<file path="src/rtl/out_mem_write_ctrl.sv">
// Write sequencer from the max-pool output stage into the output-memory banks.
// Steps write_count through each pooled vector and issues one bank write per beat.
module out_mem_write_ctrl #(
  parameter int N_S      = 4,
  parameter int N_C      = 4,
  parameter int N_B      = 4,
  parameter int DATA_WDT = 64,
  parameter int BANKS    = 2,
  parameter int ADDR_WDT = 10,
  localparam int V  = N_S * N_C * 16,
  localparam int DB = V / DATA_WDT,
  localparam int SB = V / (DATA_WDT * BANKS),
  localparam int CW = $clog2((N_B * V) / (DATA_WDT * BANKS)) + 1
) (
  input  logic                         clk,
  input  logic                         rst,
  input  logic                         layer_start,
  input  logic [ADDR_WDT-1:0]          base_addr,
  input  logic                         dense_mode,
  input  logic                         vec_valid,
  output logic                         vec_ready,
  input  logic [DATA_WDT-1:0]          dense_word,
  input  logic [BANKS*DATA_WDT-1:0]    sparse_word,
  output logic [CW-1:0]                write_count,
  input  logic                         mem_wr_ready,
  output logic [BANKS-1:0]             mem_we,
  output logic [BANKS*ADDR_WDT-1:0]    mem_addr,
  output logic [BANKS*DATA_WDT-1:0]    mem_wdata,
  output logic                         vec_done,
  output logic                         layer_done
);

  localparam int BW = ($clog2(DB) > 0) ? $clog2(DB) : 1;
  localparam int VW = ($clog2(N_B) > 0) ? $clog2(N_B) : 1;

  typedef enum logic [1:0] {
    IDLE  = 2'd0,
    READY = 2'd1,
    WRITE = 2'd2
  } state_t;

  state_t                state_reg, state_next;
  logic [CW-1:0]         write_count_reg;
  logic [BW-1:0]         beat_reg;
  logic [VW-1:0]         vec_cnt_reg;
  logic [ADDR_WDT-1:0]   base_reg;
  logic                  dense_reg;
  logic                  vec_done_reg;
  logic                  layer_done_reg;

  logic                  in_write;
  logic                  beat_fire;
  logic                  last_beat;
  logic [ADDR_WDT-1:0]   dense_addr;
  logic [ADDR_WDT-1:0]   sparse_addr;

  always_ff @(posedge clk or posedge rst) begin
    if (rst) begin
      state_reg <= IDLE;
    end else begin
      state_reg <= state_next;
    end
  end

  // A layer_start in the same cycle as a beat cancels that beat outright.
  always_comb begin
    state_next = state_reg;
    in_write   = (state_reg == WRITE) && !layer_start;
    beat_fire  = in_write && mem_wr_ready;
    last_beat  = dense_reg ? (beat_reg == BW'(DB - 1)) : (beat_reg == BW'(SB - 1));
    vec_ready  = (state_reg == READY);
    if (layer_start) begin
      state_next = READY;
    end else begin
      case (state_reg)
        IDLE: begin
          state_next = IDLE;
        end
        READY: begin
          if (vec_valid) state_next = WRITE;
        end
        WRITE: begin
          if (beat_fire && last_beat)
            state_next = (vec_cnt_reg == VW'(N_B - 1)) ? IDLE : READY;
        end
        default: begin
          state_next = IDLE;
        end
      endcase
    end
  end

  always_ff @(posedge clk or posedge rst) begin
    if (rst) begin
      write_count_reg <= '0;
      beat_reg        <= '0;
      vec_cnt_reg     <= '0;
      base_reg        <= '0;
      dense_reg       <= 1'b0;
      vec_done_reg    <= 1'b0;
      layer_done_reg  <= 1'b0;
    end else begin
      vec_done_reg   <= 1'b0;
      layer_done_reg <= 1'b0;
      if (layer_start) begin
        base_reg        <= base_addr;
        dense_reg       <= dense_mode;
        write_count_reg <= '0;
        beat_reg        <= '0;
        vec_cnt_reg     <= '0;
      end else if (beat_fire) begin
        // write_count keeps running across vectors; the muxes only see its low bits.
        write_count_reg <= write_count_reg + CW'(1);
        if (last_beat) begin
          beat_reg     <= '0;
          vec_done_reg <= 1'b1;
          if (vec_cnt_reg == VW'(N_B - 1)) begin
            vec_cnt_reg    <= '0;
            layer_done_reg <= 1'b1;
          end else begin
            vec_cnt_reg <= vec_cnt_reg + VW'(1);
          end
        end else begin
          beat_reg <= beat_reg + BW'(1);
        end
      end
    end
  end

  assign dense_addr  = base_reg + ADDR_WDT'(int'(write_count_reg) / BANKS);
  assign sparse_addr = base_reg + ADDR_WDT'(write_count_reg);

  // Dense beats land on one bank (round-robin); sparse beats hit every bank at once.
  genvar gi;
  generate
    for (gi = 0; gi < BANKS; gi++) begin : g_bank
      logic bank_hit;
      assign bank_hit = ((int'(write_count_reg) % BANKS) == gi);
      assign mem_we[gi] = in_write && (!dense_reg || bank_hit);
      assign mem_addr[gi*ADDR_WDT +: ADDR_WDT] =
        in_write ? (dense_reg ? dense_addr : sparse_addr) : '0;
      assign mem_wdata[gi*DATA_WDT +: DATA_WDT] =
        in_write ? (dense_reg ? dense_word : sparse_word[gi*DATA_WDT +: DATA_WDT]) : '0;
    end
  endgenerate

  assign write_count = write_count_reg;
  assign vec_done    = vec_done_reg;
  assign layer_done  = layer_done_reg;

endmodule

</file>
<file path="config.mk">
export PLATFORM = sky130hd
export DESIGN_NAME = out_mem_write_ctrl
export DESIGN_NICKNAME = d
export VERILOG_FILES = /design/src/rtl/out_mem_write_ctrl.sv
export SDC_FILE = /design/constraint.sdc
export NUM_CORES = 1
export LEC_CHECK = 0
export CELL_PAD_IN_SITES_DETAIL_PLACEMENT = 0
export CELL_PAD_IN_SITES_GLOBAL_PLACEMENT = 2
export CORE_ASPECT_RATIO = 0.7
export CORE_MARGIN = 4
export CORE_UTILIZATION = 11
export DETAILED_ROUTE_END_ITERATION = 8
export GPL_ROUTABILITY_DRIVEN = 0
export GPL_TIMING_DRIVEN = 0
export PLACE_DENSITY = 0.81
export SLEW_MARGIN = 15
export SYNTH_ARGS = -nofsm -noshare
export SYNTH_HDL_FRONTEND = slang
export SYNTH_SLANG_ARGS = --single-unit
</file>
<file path="constraint.sdc">
create_clock -name clk -period 2.6 [get_ports clk]
set_input_delay 0.26 -clock clk [delete_from_list [all_inputs] [get_ports clk]]
set_output_delay 0.26 -clock clk [all_outputs]
set_load 0.005 [all_outputs]
</file>
### Word-level counts from Yosys, hierarchy flattened

Index checks and enable logic that the tools add are counted.

* register bits: 23
* bits of input ports: 208
* output and inout bits: 157

* $add $sub $neg: 5
* equality and inequality tests: 7
* muxes and demuxes: 28
* reductions and logical operators: 14

Operators by type and width (count)
* 64-bit 2-to-1 mux: 4
* 32-bit logical NOT: 1
* 10-bit 2-to-1 mux: 2
* 2-bit 2-to-1 mux: 10
* 10-bit by 3-bit adder with 10-bit output: 1
* 10-bit by 4-bit adder with 10-bit output: 1
* 1-bit 2-to-1 mux: 9
* 4-bit 2-to-1 mux: 2
* 2-bit == test, second input constant: 3
* 1-bit logical AND: 5
* 2-bit by 1-bit adder with 2-bit output, second input constant: 2
* 4-bit by 1-bit adder with 4-bit output, second input constant: 1
* 2-bit by 1-bit == test with 1-bit output, second input constant: 2
* 2-bit one-hot mux with 2 select lines: 1
* 2-bit AND reduction: 2
* 2-bit nonzero test: 2
* 3-bit by 2-bit != test with 1-bit output, second input constant: 1
* 3-bit != test, second input constant: 1
* 1-bit logical NOT: 2
* 1-bit logical OR: 2

### Depth between registers and ports, before layout

* depth in word-level cells: 7
* depth in mapped cells: 12

### Least setup slack after synthesis

No wires, ideal clock.

* path type: register to output
* start point: reg dense_reg
* end point: out mem_addr[17]
* arrival time: 2.345 ns
* data required time: 2.340 ns
* setup slack: -0.005 ns
* stages on the path, launching flop included: 10
* path through: dfrtp_1 -> buf_2 -> clkbuf_1 -> mux2_2 -> ha_1 -> nand3_1 -> o22ai_1 -> a31oi_1 -> a41o_1 -> buf_4

* longest elaborated chain between the ends: 2

RTL lines
* from (decl): line 47 `logic dense_reg;`
* from (signal assigned): line 107 `dense_reg <= dense_mode;`
* 10-bit 2-to-1 mux (2 in series)
* to (decl): line 27 `output logic [BANKS*ADDR_WDT-1:0] mem_addr,`

No other way between the ends.

### Worst setup path in the final report

* start point: reg dense_reg
* end point: out mem_addr[16]

* longest elaborated chain between the ends: 2

RTL lines
* 10-bit 2-to-1 mux (2 in series): line 141 `in_write ? (dense_reg ? dense_addr : sparse_addr) : '0;`

No other way between the ends.

==> summary.md <==
| Metric | Value |
|---|---|
| Maximum vdd ir drop | 0.223 mV |
| Tot GR Track Use | 12.8% |
| Final WL | 22,400 µm |
| Post-Place Cells | 1,247 |
| Smallest setup slack after layout | -189 ps |
| FP Rows | 52 |
| Wirelength per Cell | 17.7 µm |
| Share of cells above drive strength 1 | 12.1% |
| Slowest CP cell | dfrtp_2 |
| Synthesized area per cell | 6.44 µm² |
| CTS Sinks | 23 |
| Max-cap violations | 0 |
| Max reg flops | 10 |
| Relative slew slack | 39.2% |
| Port-buffer cells | 363 |
| Critical path's largest stage delay | 430 ps |
| Setup violators final | 14 |
| YS warnings | 0 |
| Critical Path End Type | primary output |
| TritonRoute pass-1 iters | 4 |
| Failing checks | negative setup slack |
| CP startpoint kind | flip-flop |
| Fin. Hold Viols | 0 |
| Fmax achieved | 359 MHz |
| Skew-Pair Late Insertion Delay | 250 ps |
| CTS Buffer Depth | 2 |
| Period utilization | 107% |
| Initial Utilization | 11.2% |
| Layout Cells excl Fill | 1,265 |
| Clk root buf | clkbuf_16 |
| Unrepaired setup endpoints after global routing | true |
| Final setup skew | 4.76 ps |
| CTS H-tree lvls | 1 |
| Vias in the first global route | 5,063 |
| Family with the most delay on the worst path | buffers and inverters |
| Flops & latches, synth | 23 |
| Die Wd | 214 µm |
| CTS tree | yes |
| Seq/Total Area, Yosys | 17.7% |
| Slew @ Worst Pin | 911 ps |
| Hold Path Class | input pin to flip-flop |
| # IOs | 365 |
| CTS buffer count | 3 |
| Commonest non-fill, non-tap cell in the layout | clkdlybuf4s50_1 |
| CTS Hold Bufs | 0 |
| Kind of critical path | flip-flop to primary output |
| Total die area | 32,500 µm² |
| 1st-iter DRT viols | 225 |
| Crit path time final | 2790 ps |
| Pin count of the biggest net entering global routing | 24 |
| First-pass GRT wire length | 31,900 µm |
| Final nets | 1,103 |
| Status | complete, but fails checks |
| Distinct cells, synth | 37 |
| Final Max Slew Viols | 0 |
| Leakage power | 0.00291 µW |
| Area after DPL | 7370 µm² |
| Ant. Diodes | 0 |
| Worst EP arrival | 2530 ps |
| Area delta synth->final | 139% |
| Power per Cell Area | 210 nW/µm² |
| DRC violations left | 0 |
| Syn_nets | 721 |
| Placeable Area | 29,000 µm² |
| Synth Cell Area | 3260 µm² |
| CP Max Fanout | 4 |
| Clock-pin transition on the worst setup and hold timing paths | 60 ps |
| Via density | 3.91 |
| Die height | 152 µm |
| Overflow after GRT | 0 |
| Vias post-DR | 4,945 |
| Antenna Nets Post-Route | 0 |
| Critical Path RT | 2340 ps |
| Worst-path cell chain | buf_8 -> clkbuf_16 -> mux2i_4 -> buf_6 -> fa_2 -> nand2b_4 -> a211oi_2 -> xnor2_1 -> nor2_1 -> buf_4 -> buf_6 |
| WP buf/inv | 5 |
| Initial antenna violation count | 1 |
| Commonest cells after routing, fill and taps aside | 345 x clkdlybuf4s50_1, 130 x a21oi_1, 130 x nand2b_1, 76 x nand2_1 |
| Crit-path most repeated cell | buf_6 |
| Post-DP HPWL | 18,500 µm |
| Post-synthesis instance total | 506 |
| Final Instance Area | 7780 µm² |
[power by group]
group / internal [µW] / leakage [µW] / total (µW) / switching (µW)
Sequential: 378 / 0.000293 / 404 / 25.7
Clock: 209 / 0.0000382 / 331 / 122
Combinational: 526 / 0.00258 / 896 / 370
Total: 1110 / 0.00291 / 1630 / 518
[cells in the mapped netlist (all sizes together)]
cell	number	share of area, %
a21oi	135	21
nand2b	132	25
nand2	77	9.0
buf	28	5.3
clkbuf	23	2.7
dfrtp	23	18
nor2	15	1.7
inv	11	1.3
o21ai	11	1.7
mux2	8	2.8
ha	6	2.3
nand3	5	0.92
xnor2	5	1.3
a211oi	3	0.69
nor2b	3	0.58
a31oi	2	0.38
mux2i	2	0.61
xor2	2	0.54
a22oi	1	0.23
a311o	1	0.31
a31o	1	0.27
a41o	1	0.31
and2	1	0.19
and2b	1	0.23
and4bb	1	0.50
fa	1	0.61
nand3b	1	0.23
nor3	1	0.15
nor3b	1	0.58
o21bai	1	0.23
o22ai	1	0.19
o31ai	1	0.23
or3	1	0.19
[kinds of logic after synthesis]
kind of cell / synth area share (%)
xor+xnor: 1.88
compound gates: 25.3
buf+inv: 9.26
mux: 3.38
simple gates: 39.6
flops: 17.7
fa+ha+maj: 2.92
[per-layer routing]
metal / wire length [µm] / track usage, %
met2: 11000 / 22.8
met3: 1840 / 2.66
met1: 9270 / 16.2
met5: 0 / 0
met4: 331 / 1.86
[final timing paths]
kind	end	startpoint	slack (ps)	cells after the start
min reg2reg	vec_cnt_reg[0]	vec_cnt_reg[0]	490	1
min in group asynchronous	base_reg[2]	rst	510	2
max reg2reg	state_reg[0]	dense_reg	1120	5
min	base_reg[2]	layer_start	300	2
max	mem_addr[16]	dense_reg	-190	11
max in group asynchronous	dense_reg	rst	1470	2
[timing repair]
item                       4_1_cts  5_1_grt
cloned                           0        0
buffers inserted                14        1
pin swaps                       21       20
setup endpoints to repair      116       39
gates resized for setup        109       27
[layout make-up]
| cell class | count | area [µm²] |
|---|---|---|
| timing repair buffer | 378 | 3720 |
| fill | 3189 | 21200 |
| sequential | 23 | 577 |
| inverter | 11 | 41.3 |
| buffer | 50 | 334 |
| clock buffer | 4 | 78.8 |
| multi-input combinational | 421 | 2550 |
| tap | 378 | 473 |
[stage by stage]
stage	util (%)	total power [µW]	worst slack, ps	hold slack [ps]	TNS (ps)
after floorplan	-	720	78.9	262	0
after global placement	25.4	1250	-1090	480	-18470
after detailed placement	25.4	1250	-1040	488	-17260
after CTS	26.5	1650	-312	301	-3100
after global routing	26.8	1750	-294	292	-3060
final	26.8	1630	-189	300	-1440
Power figures use the tool's default switching activity.
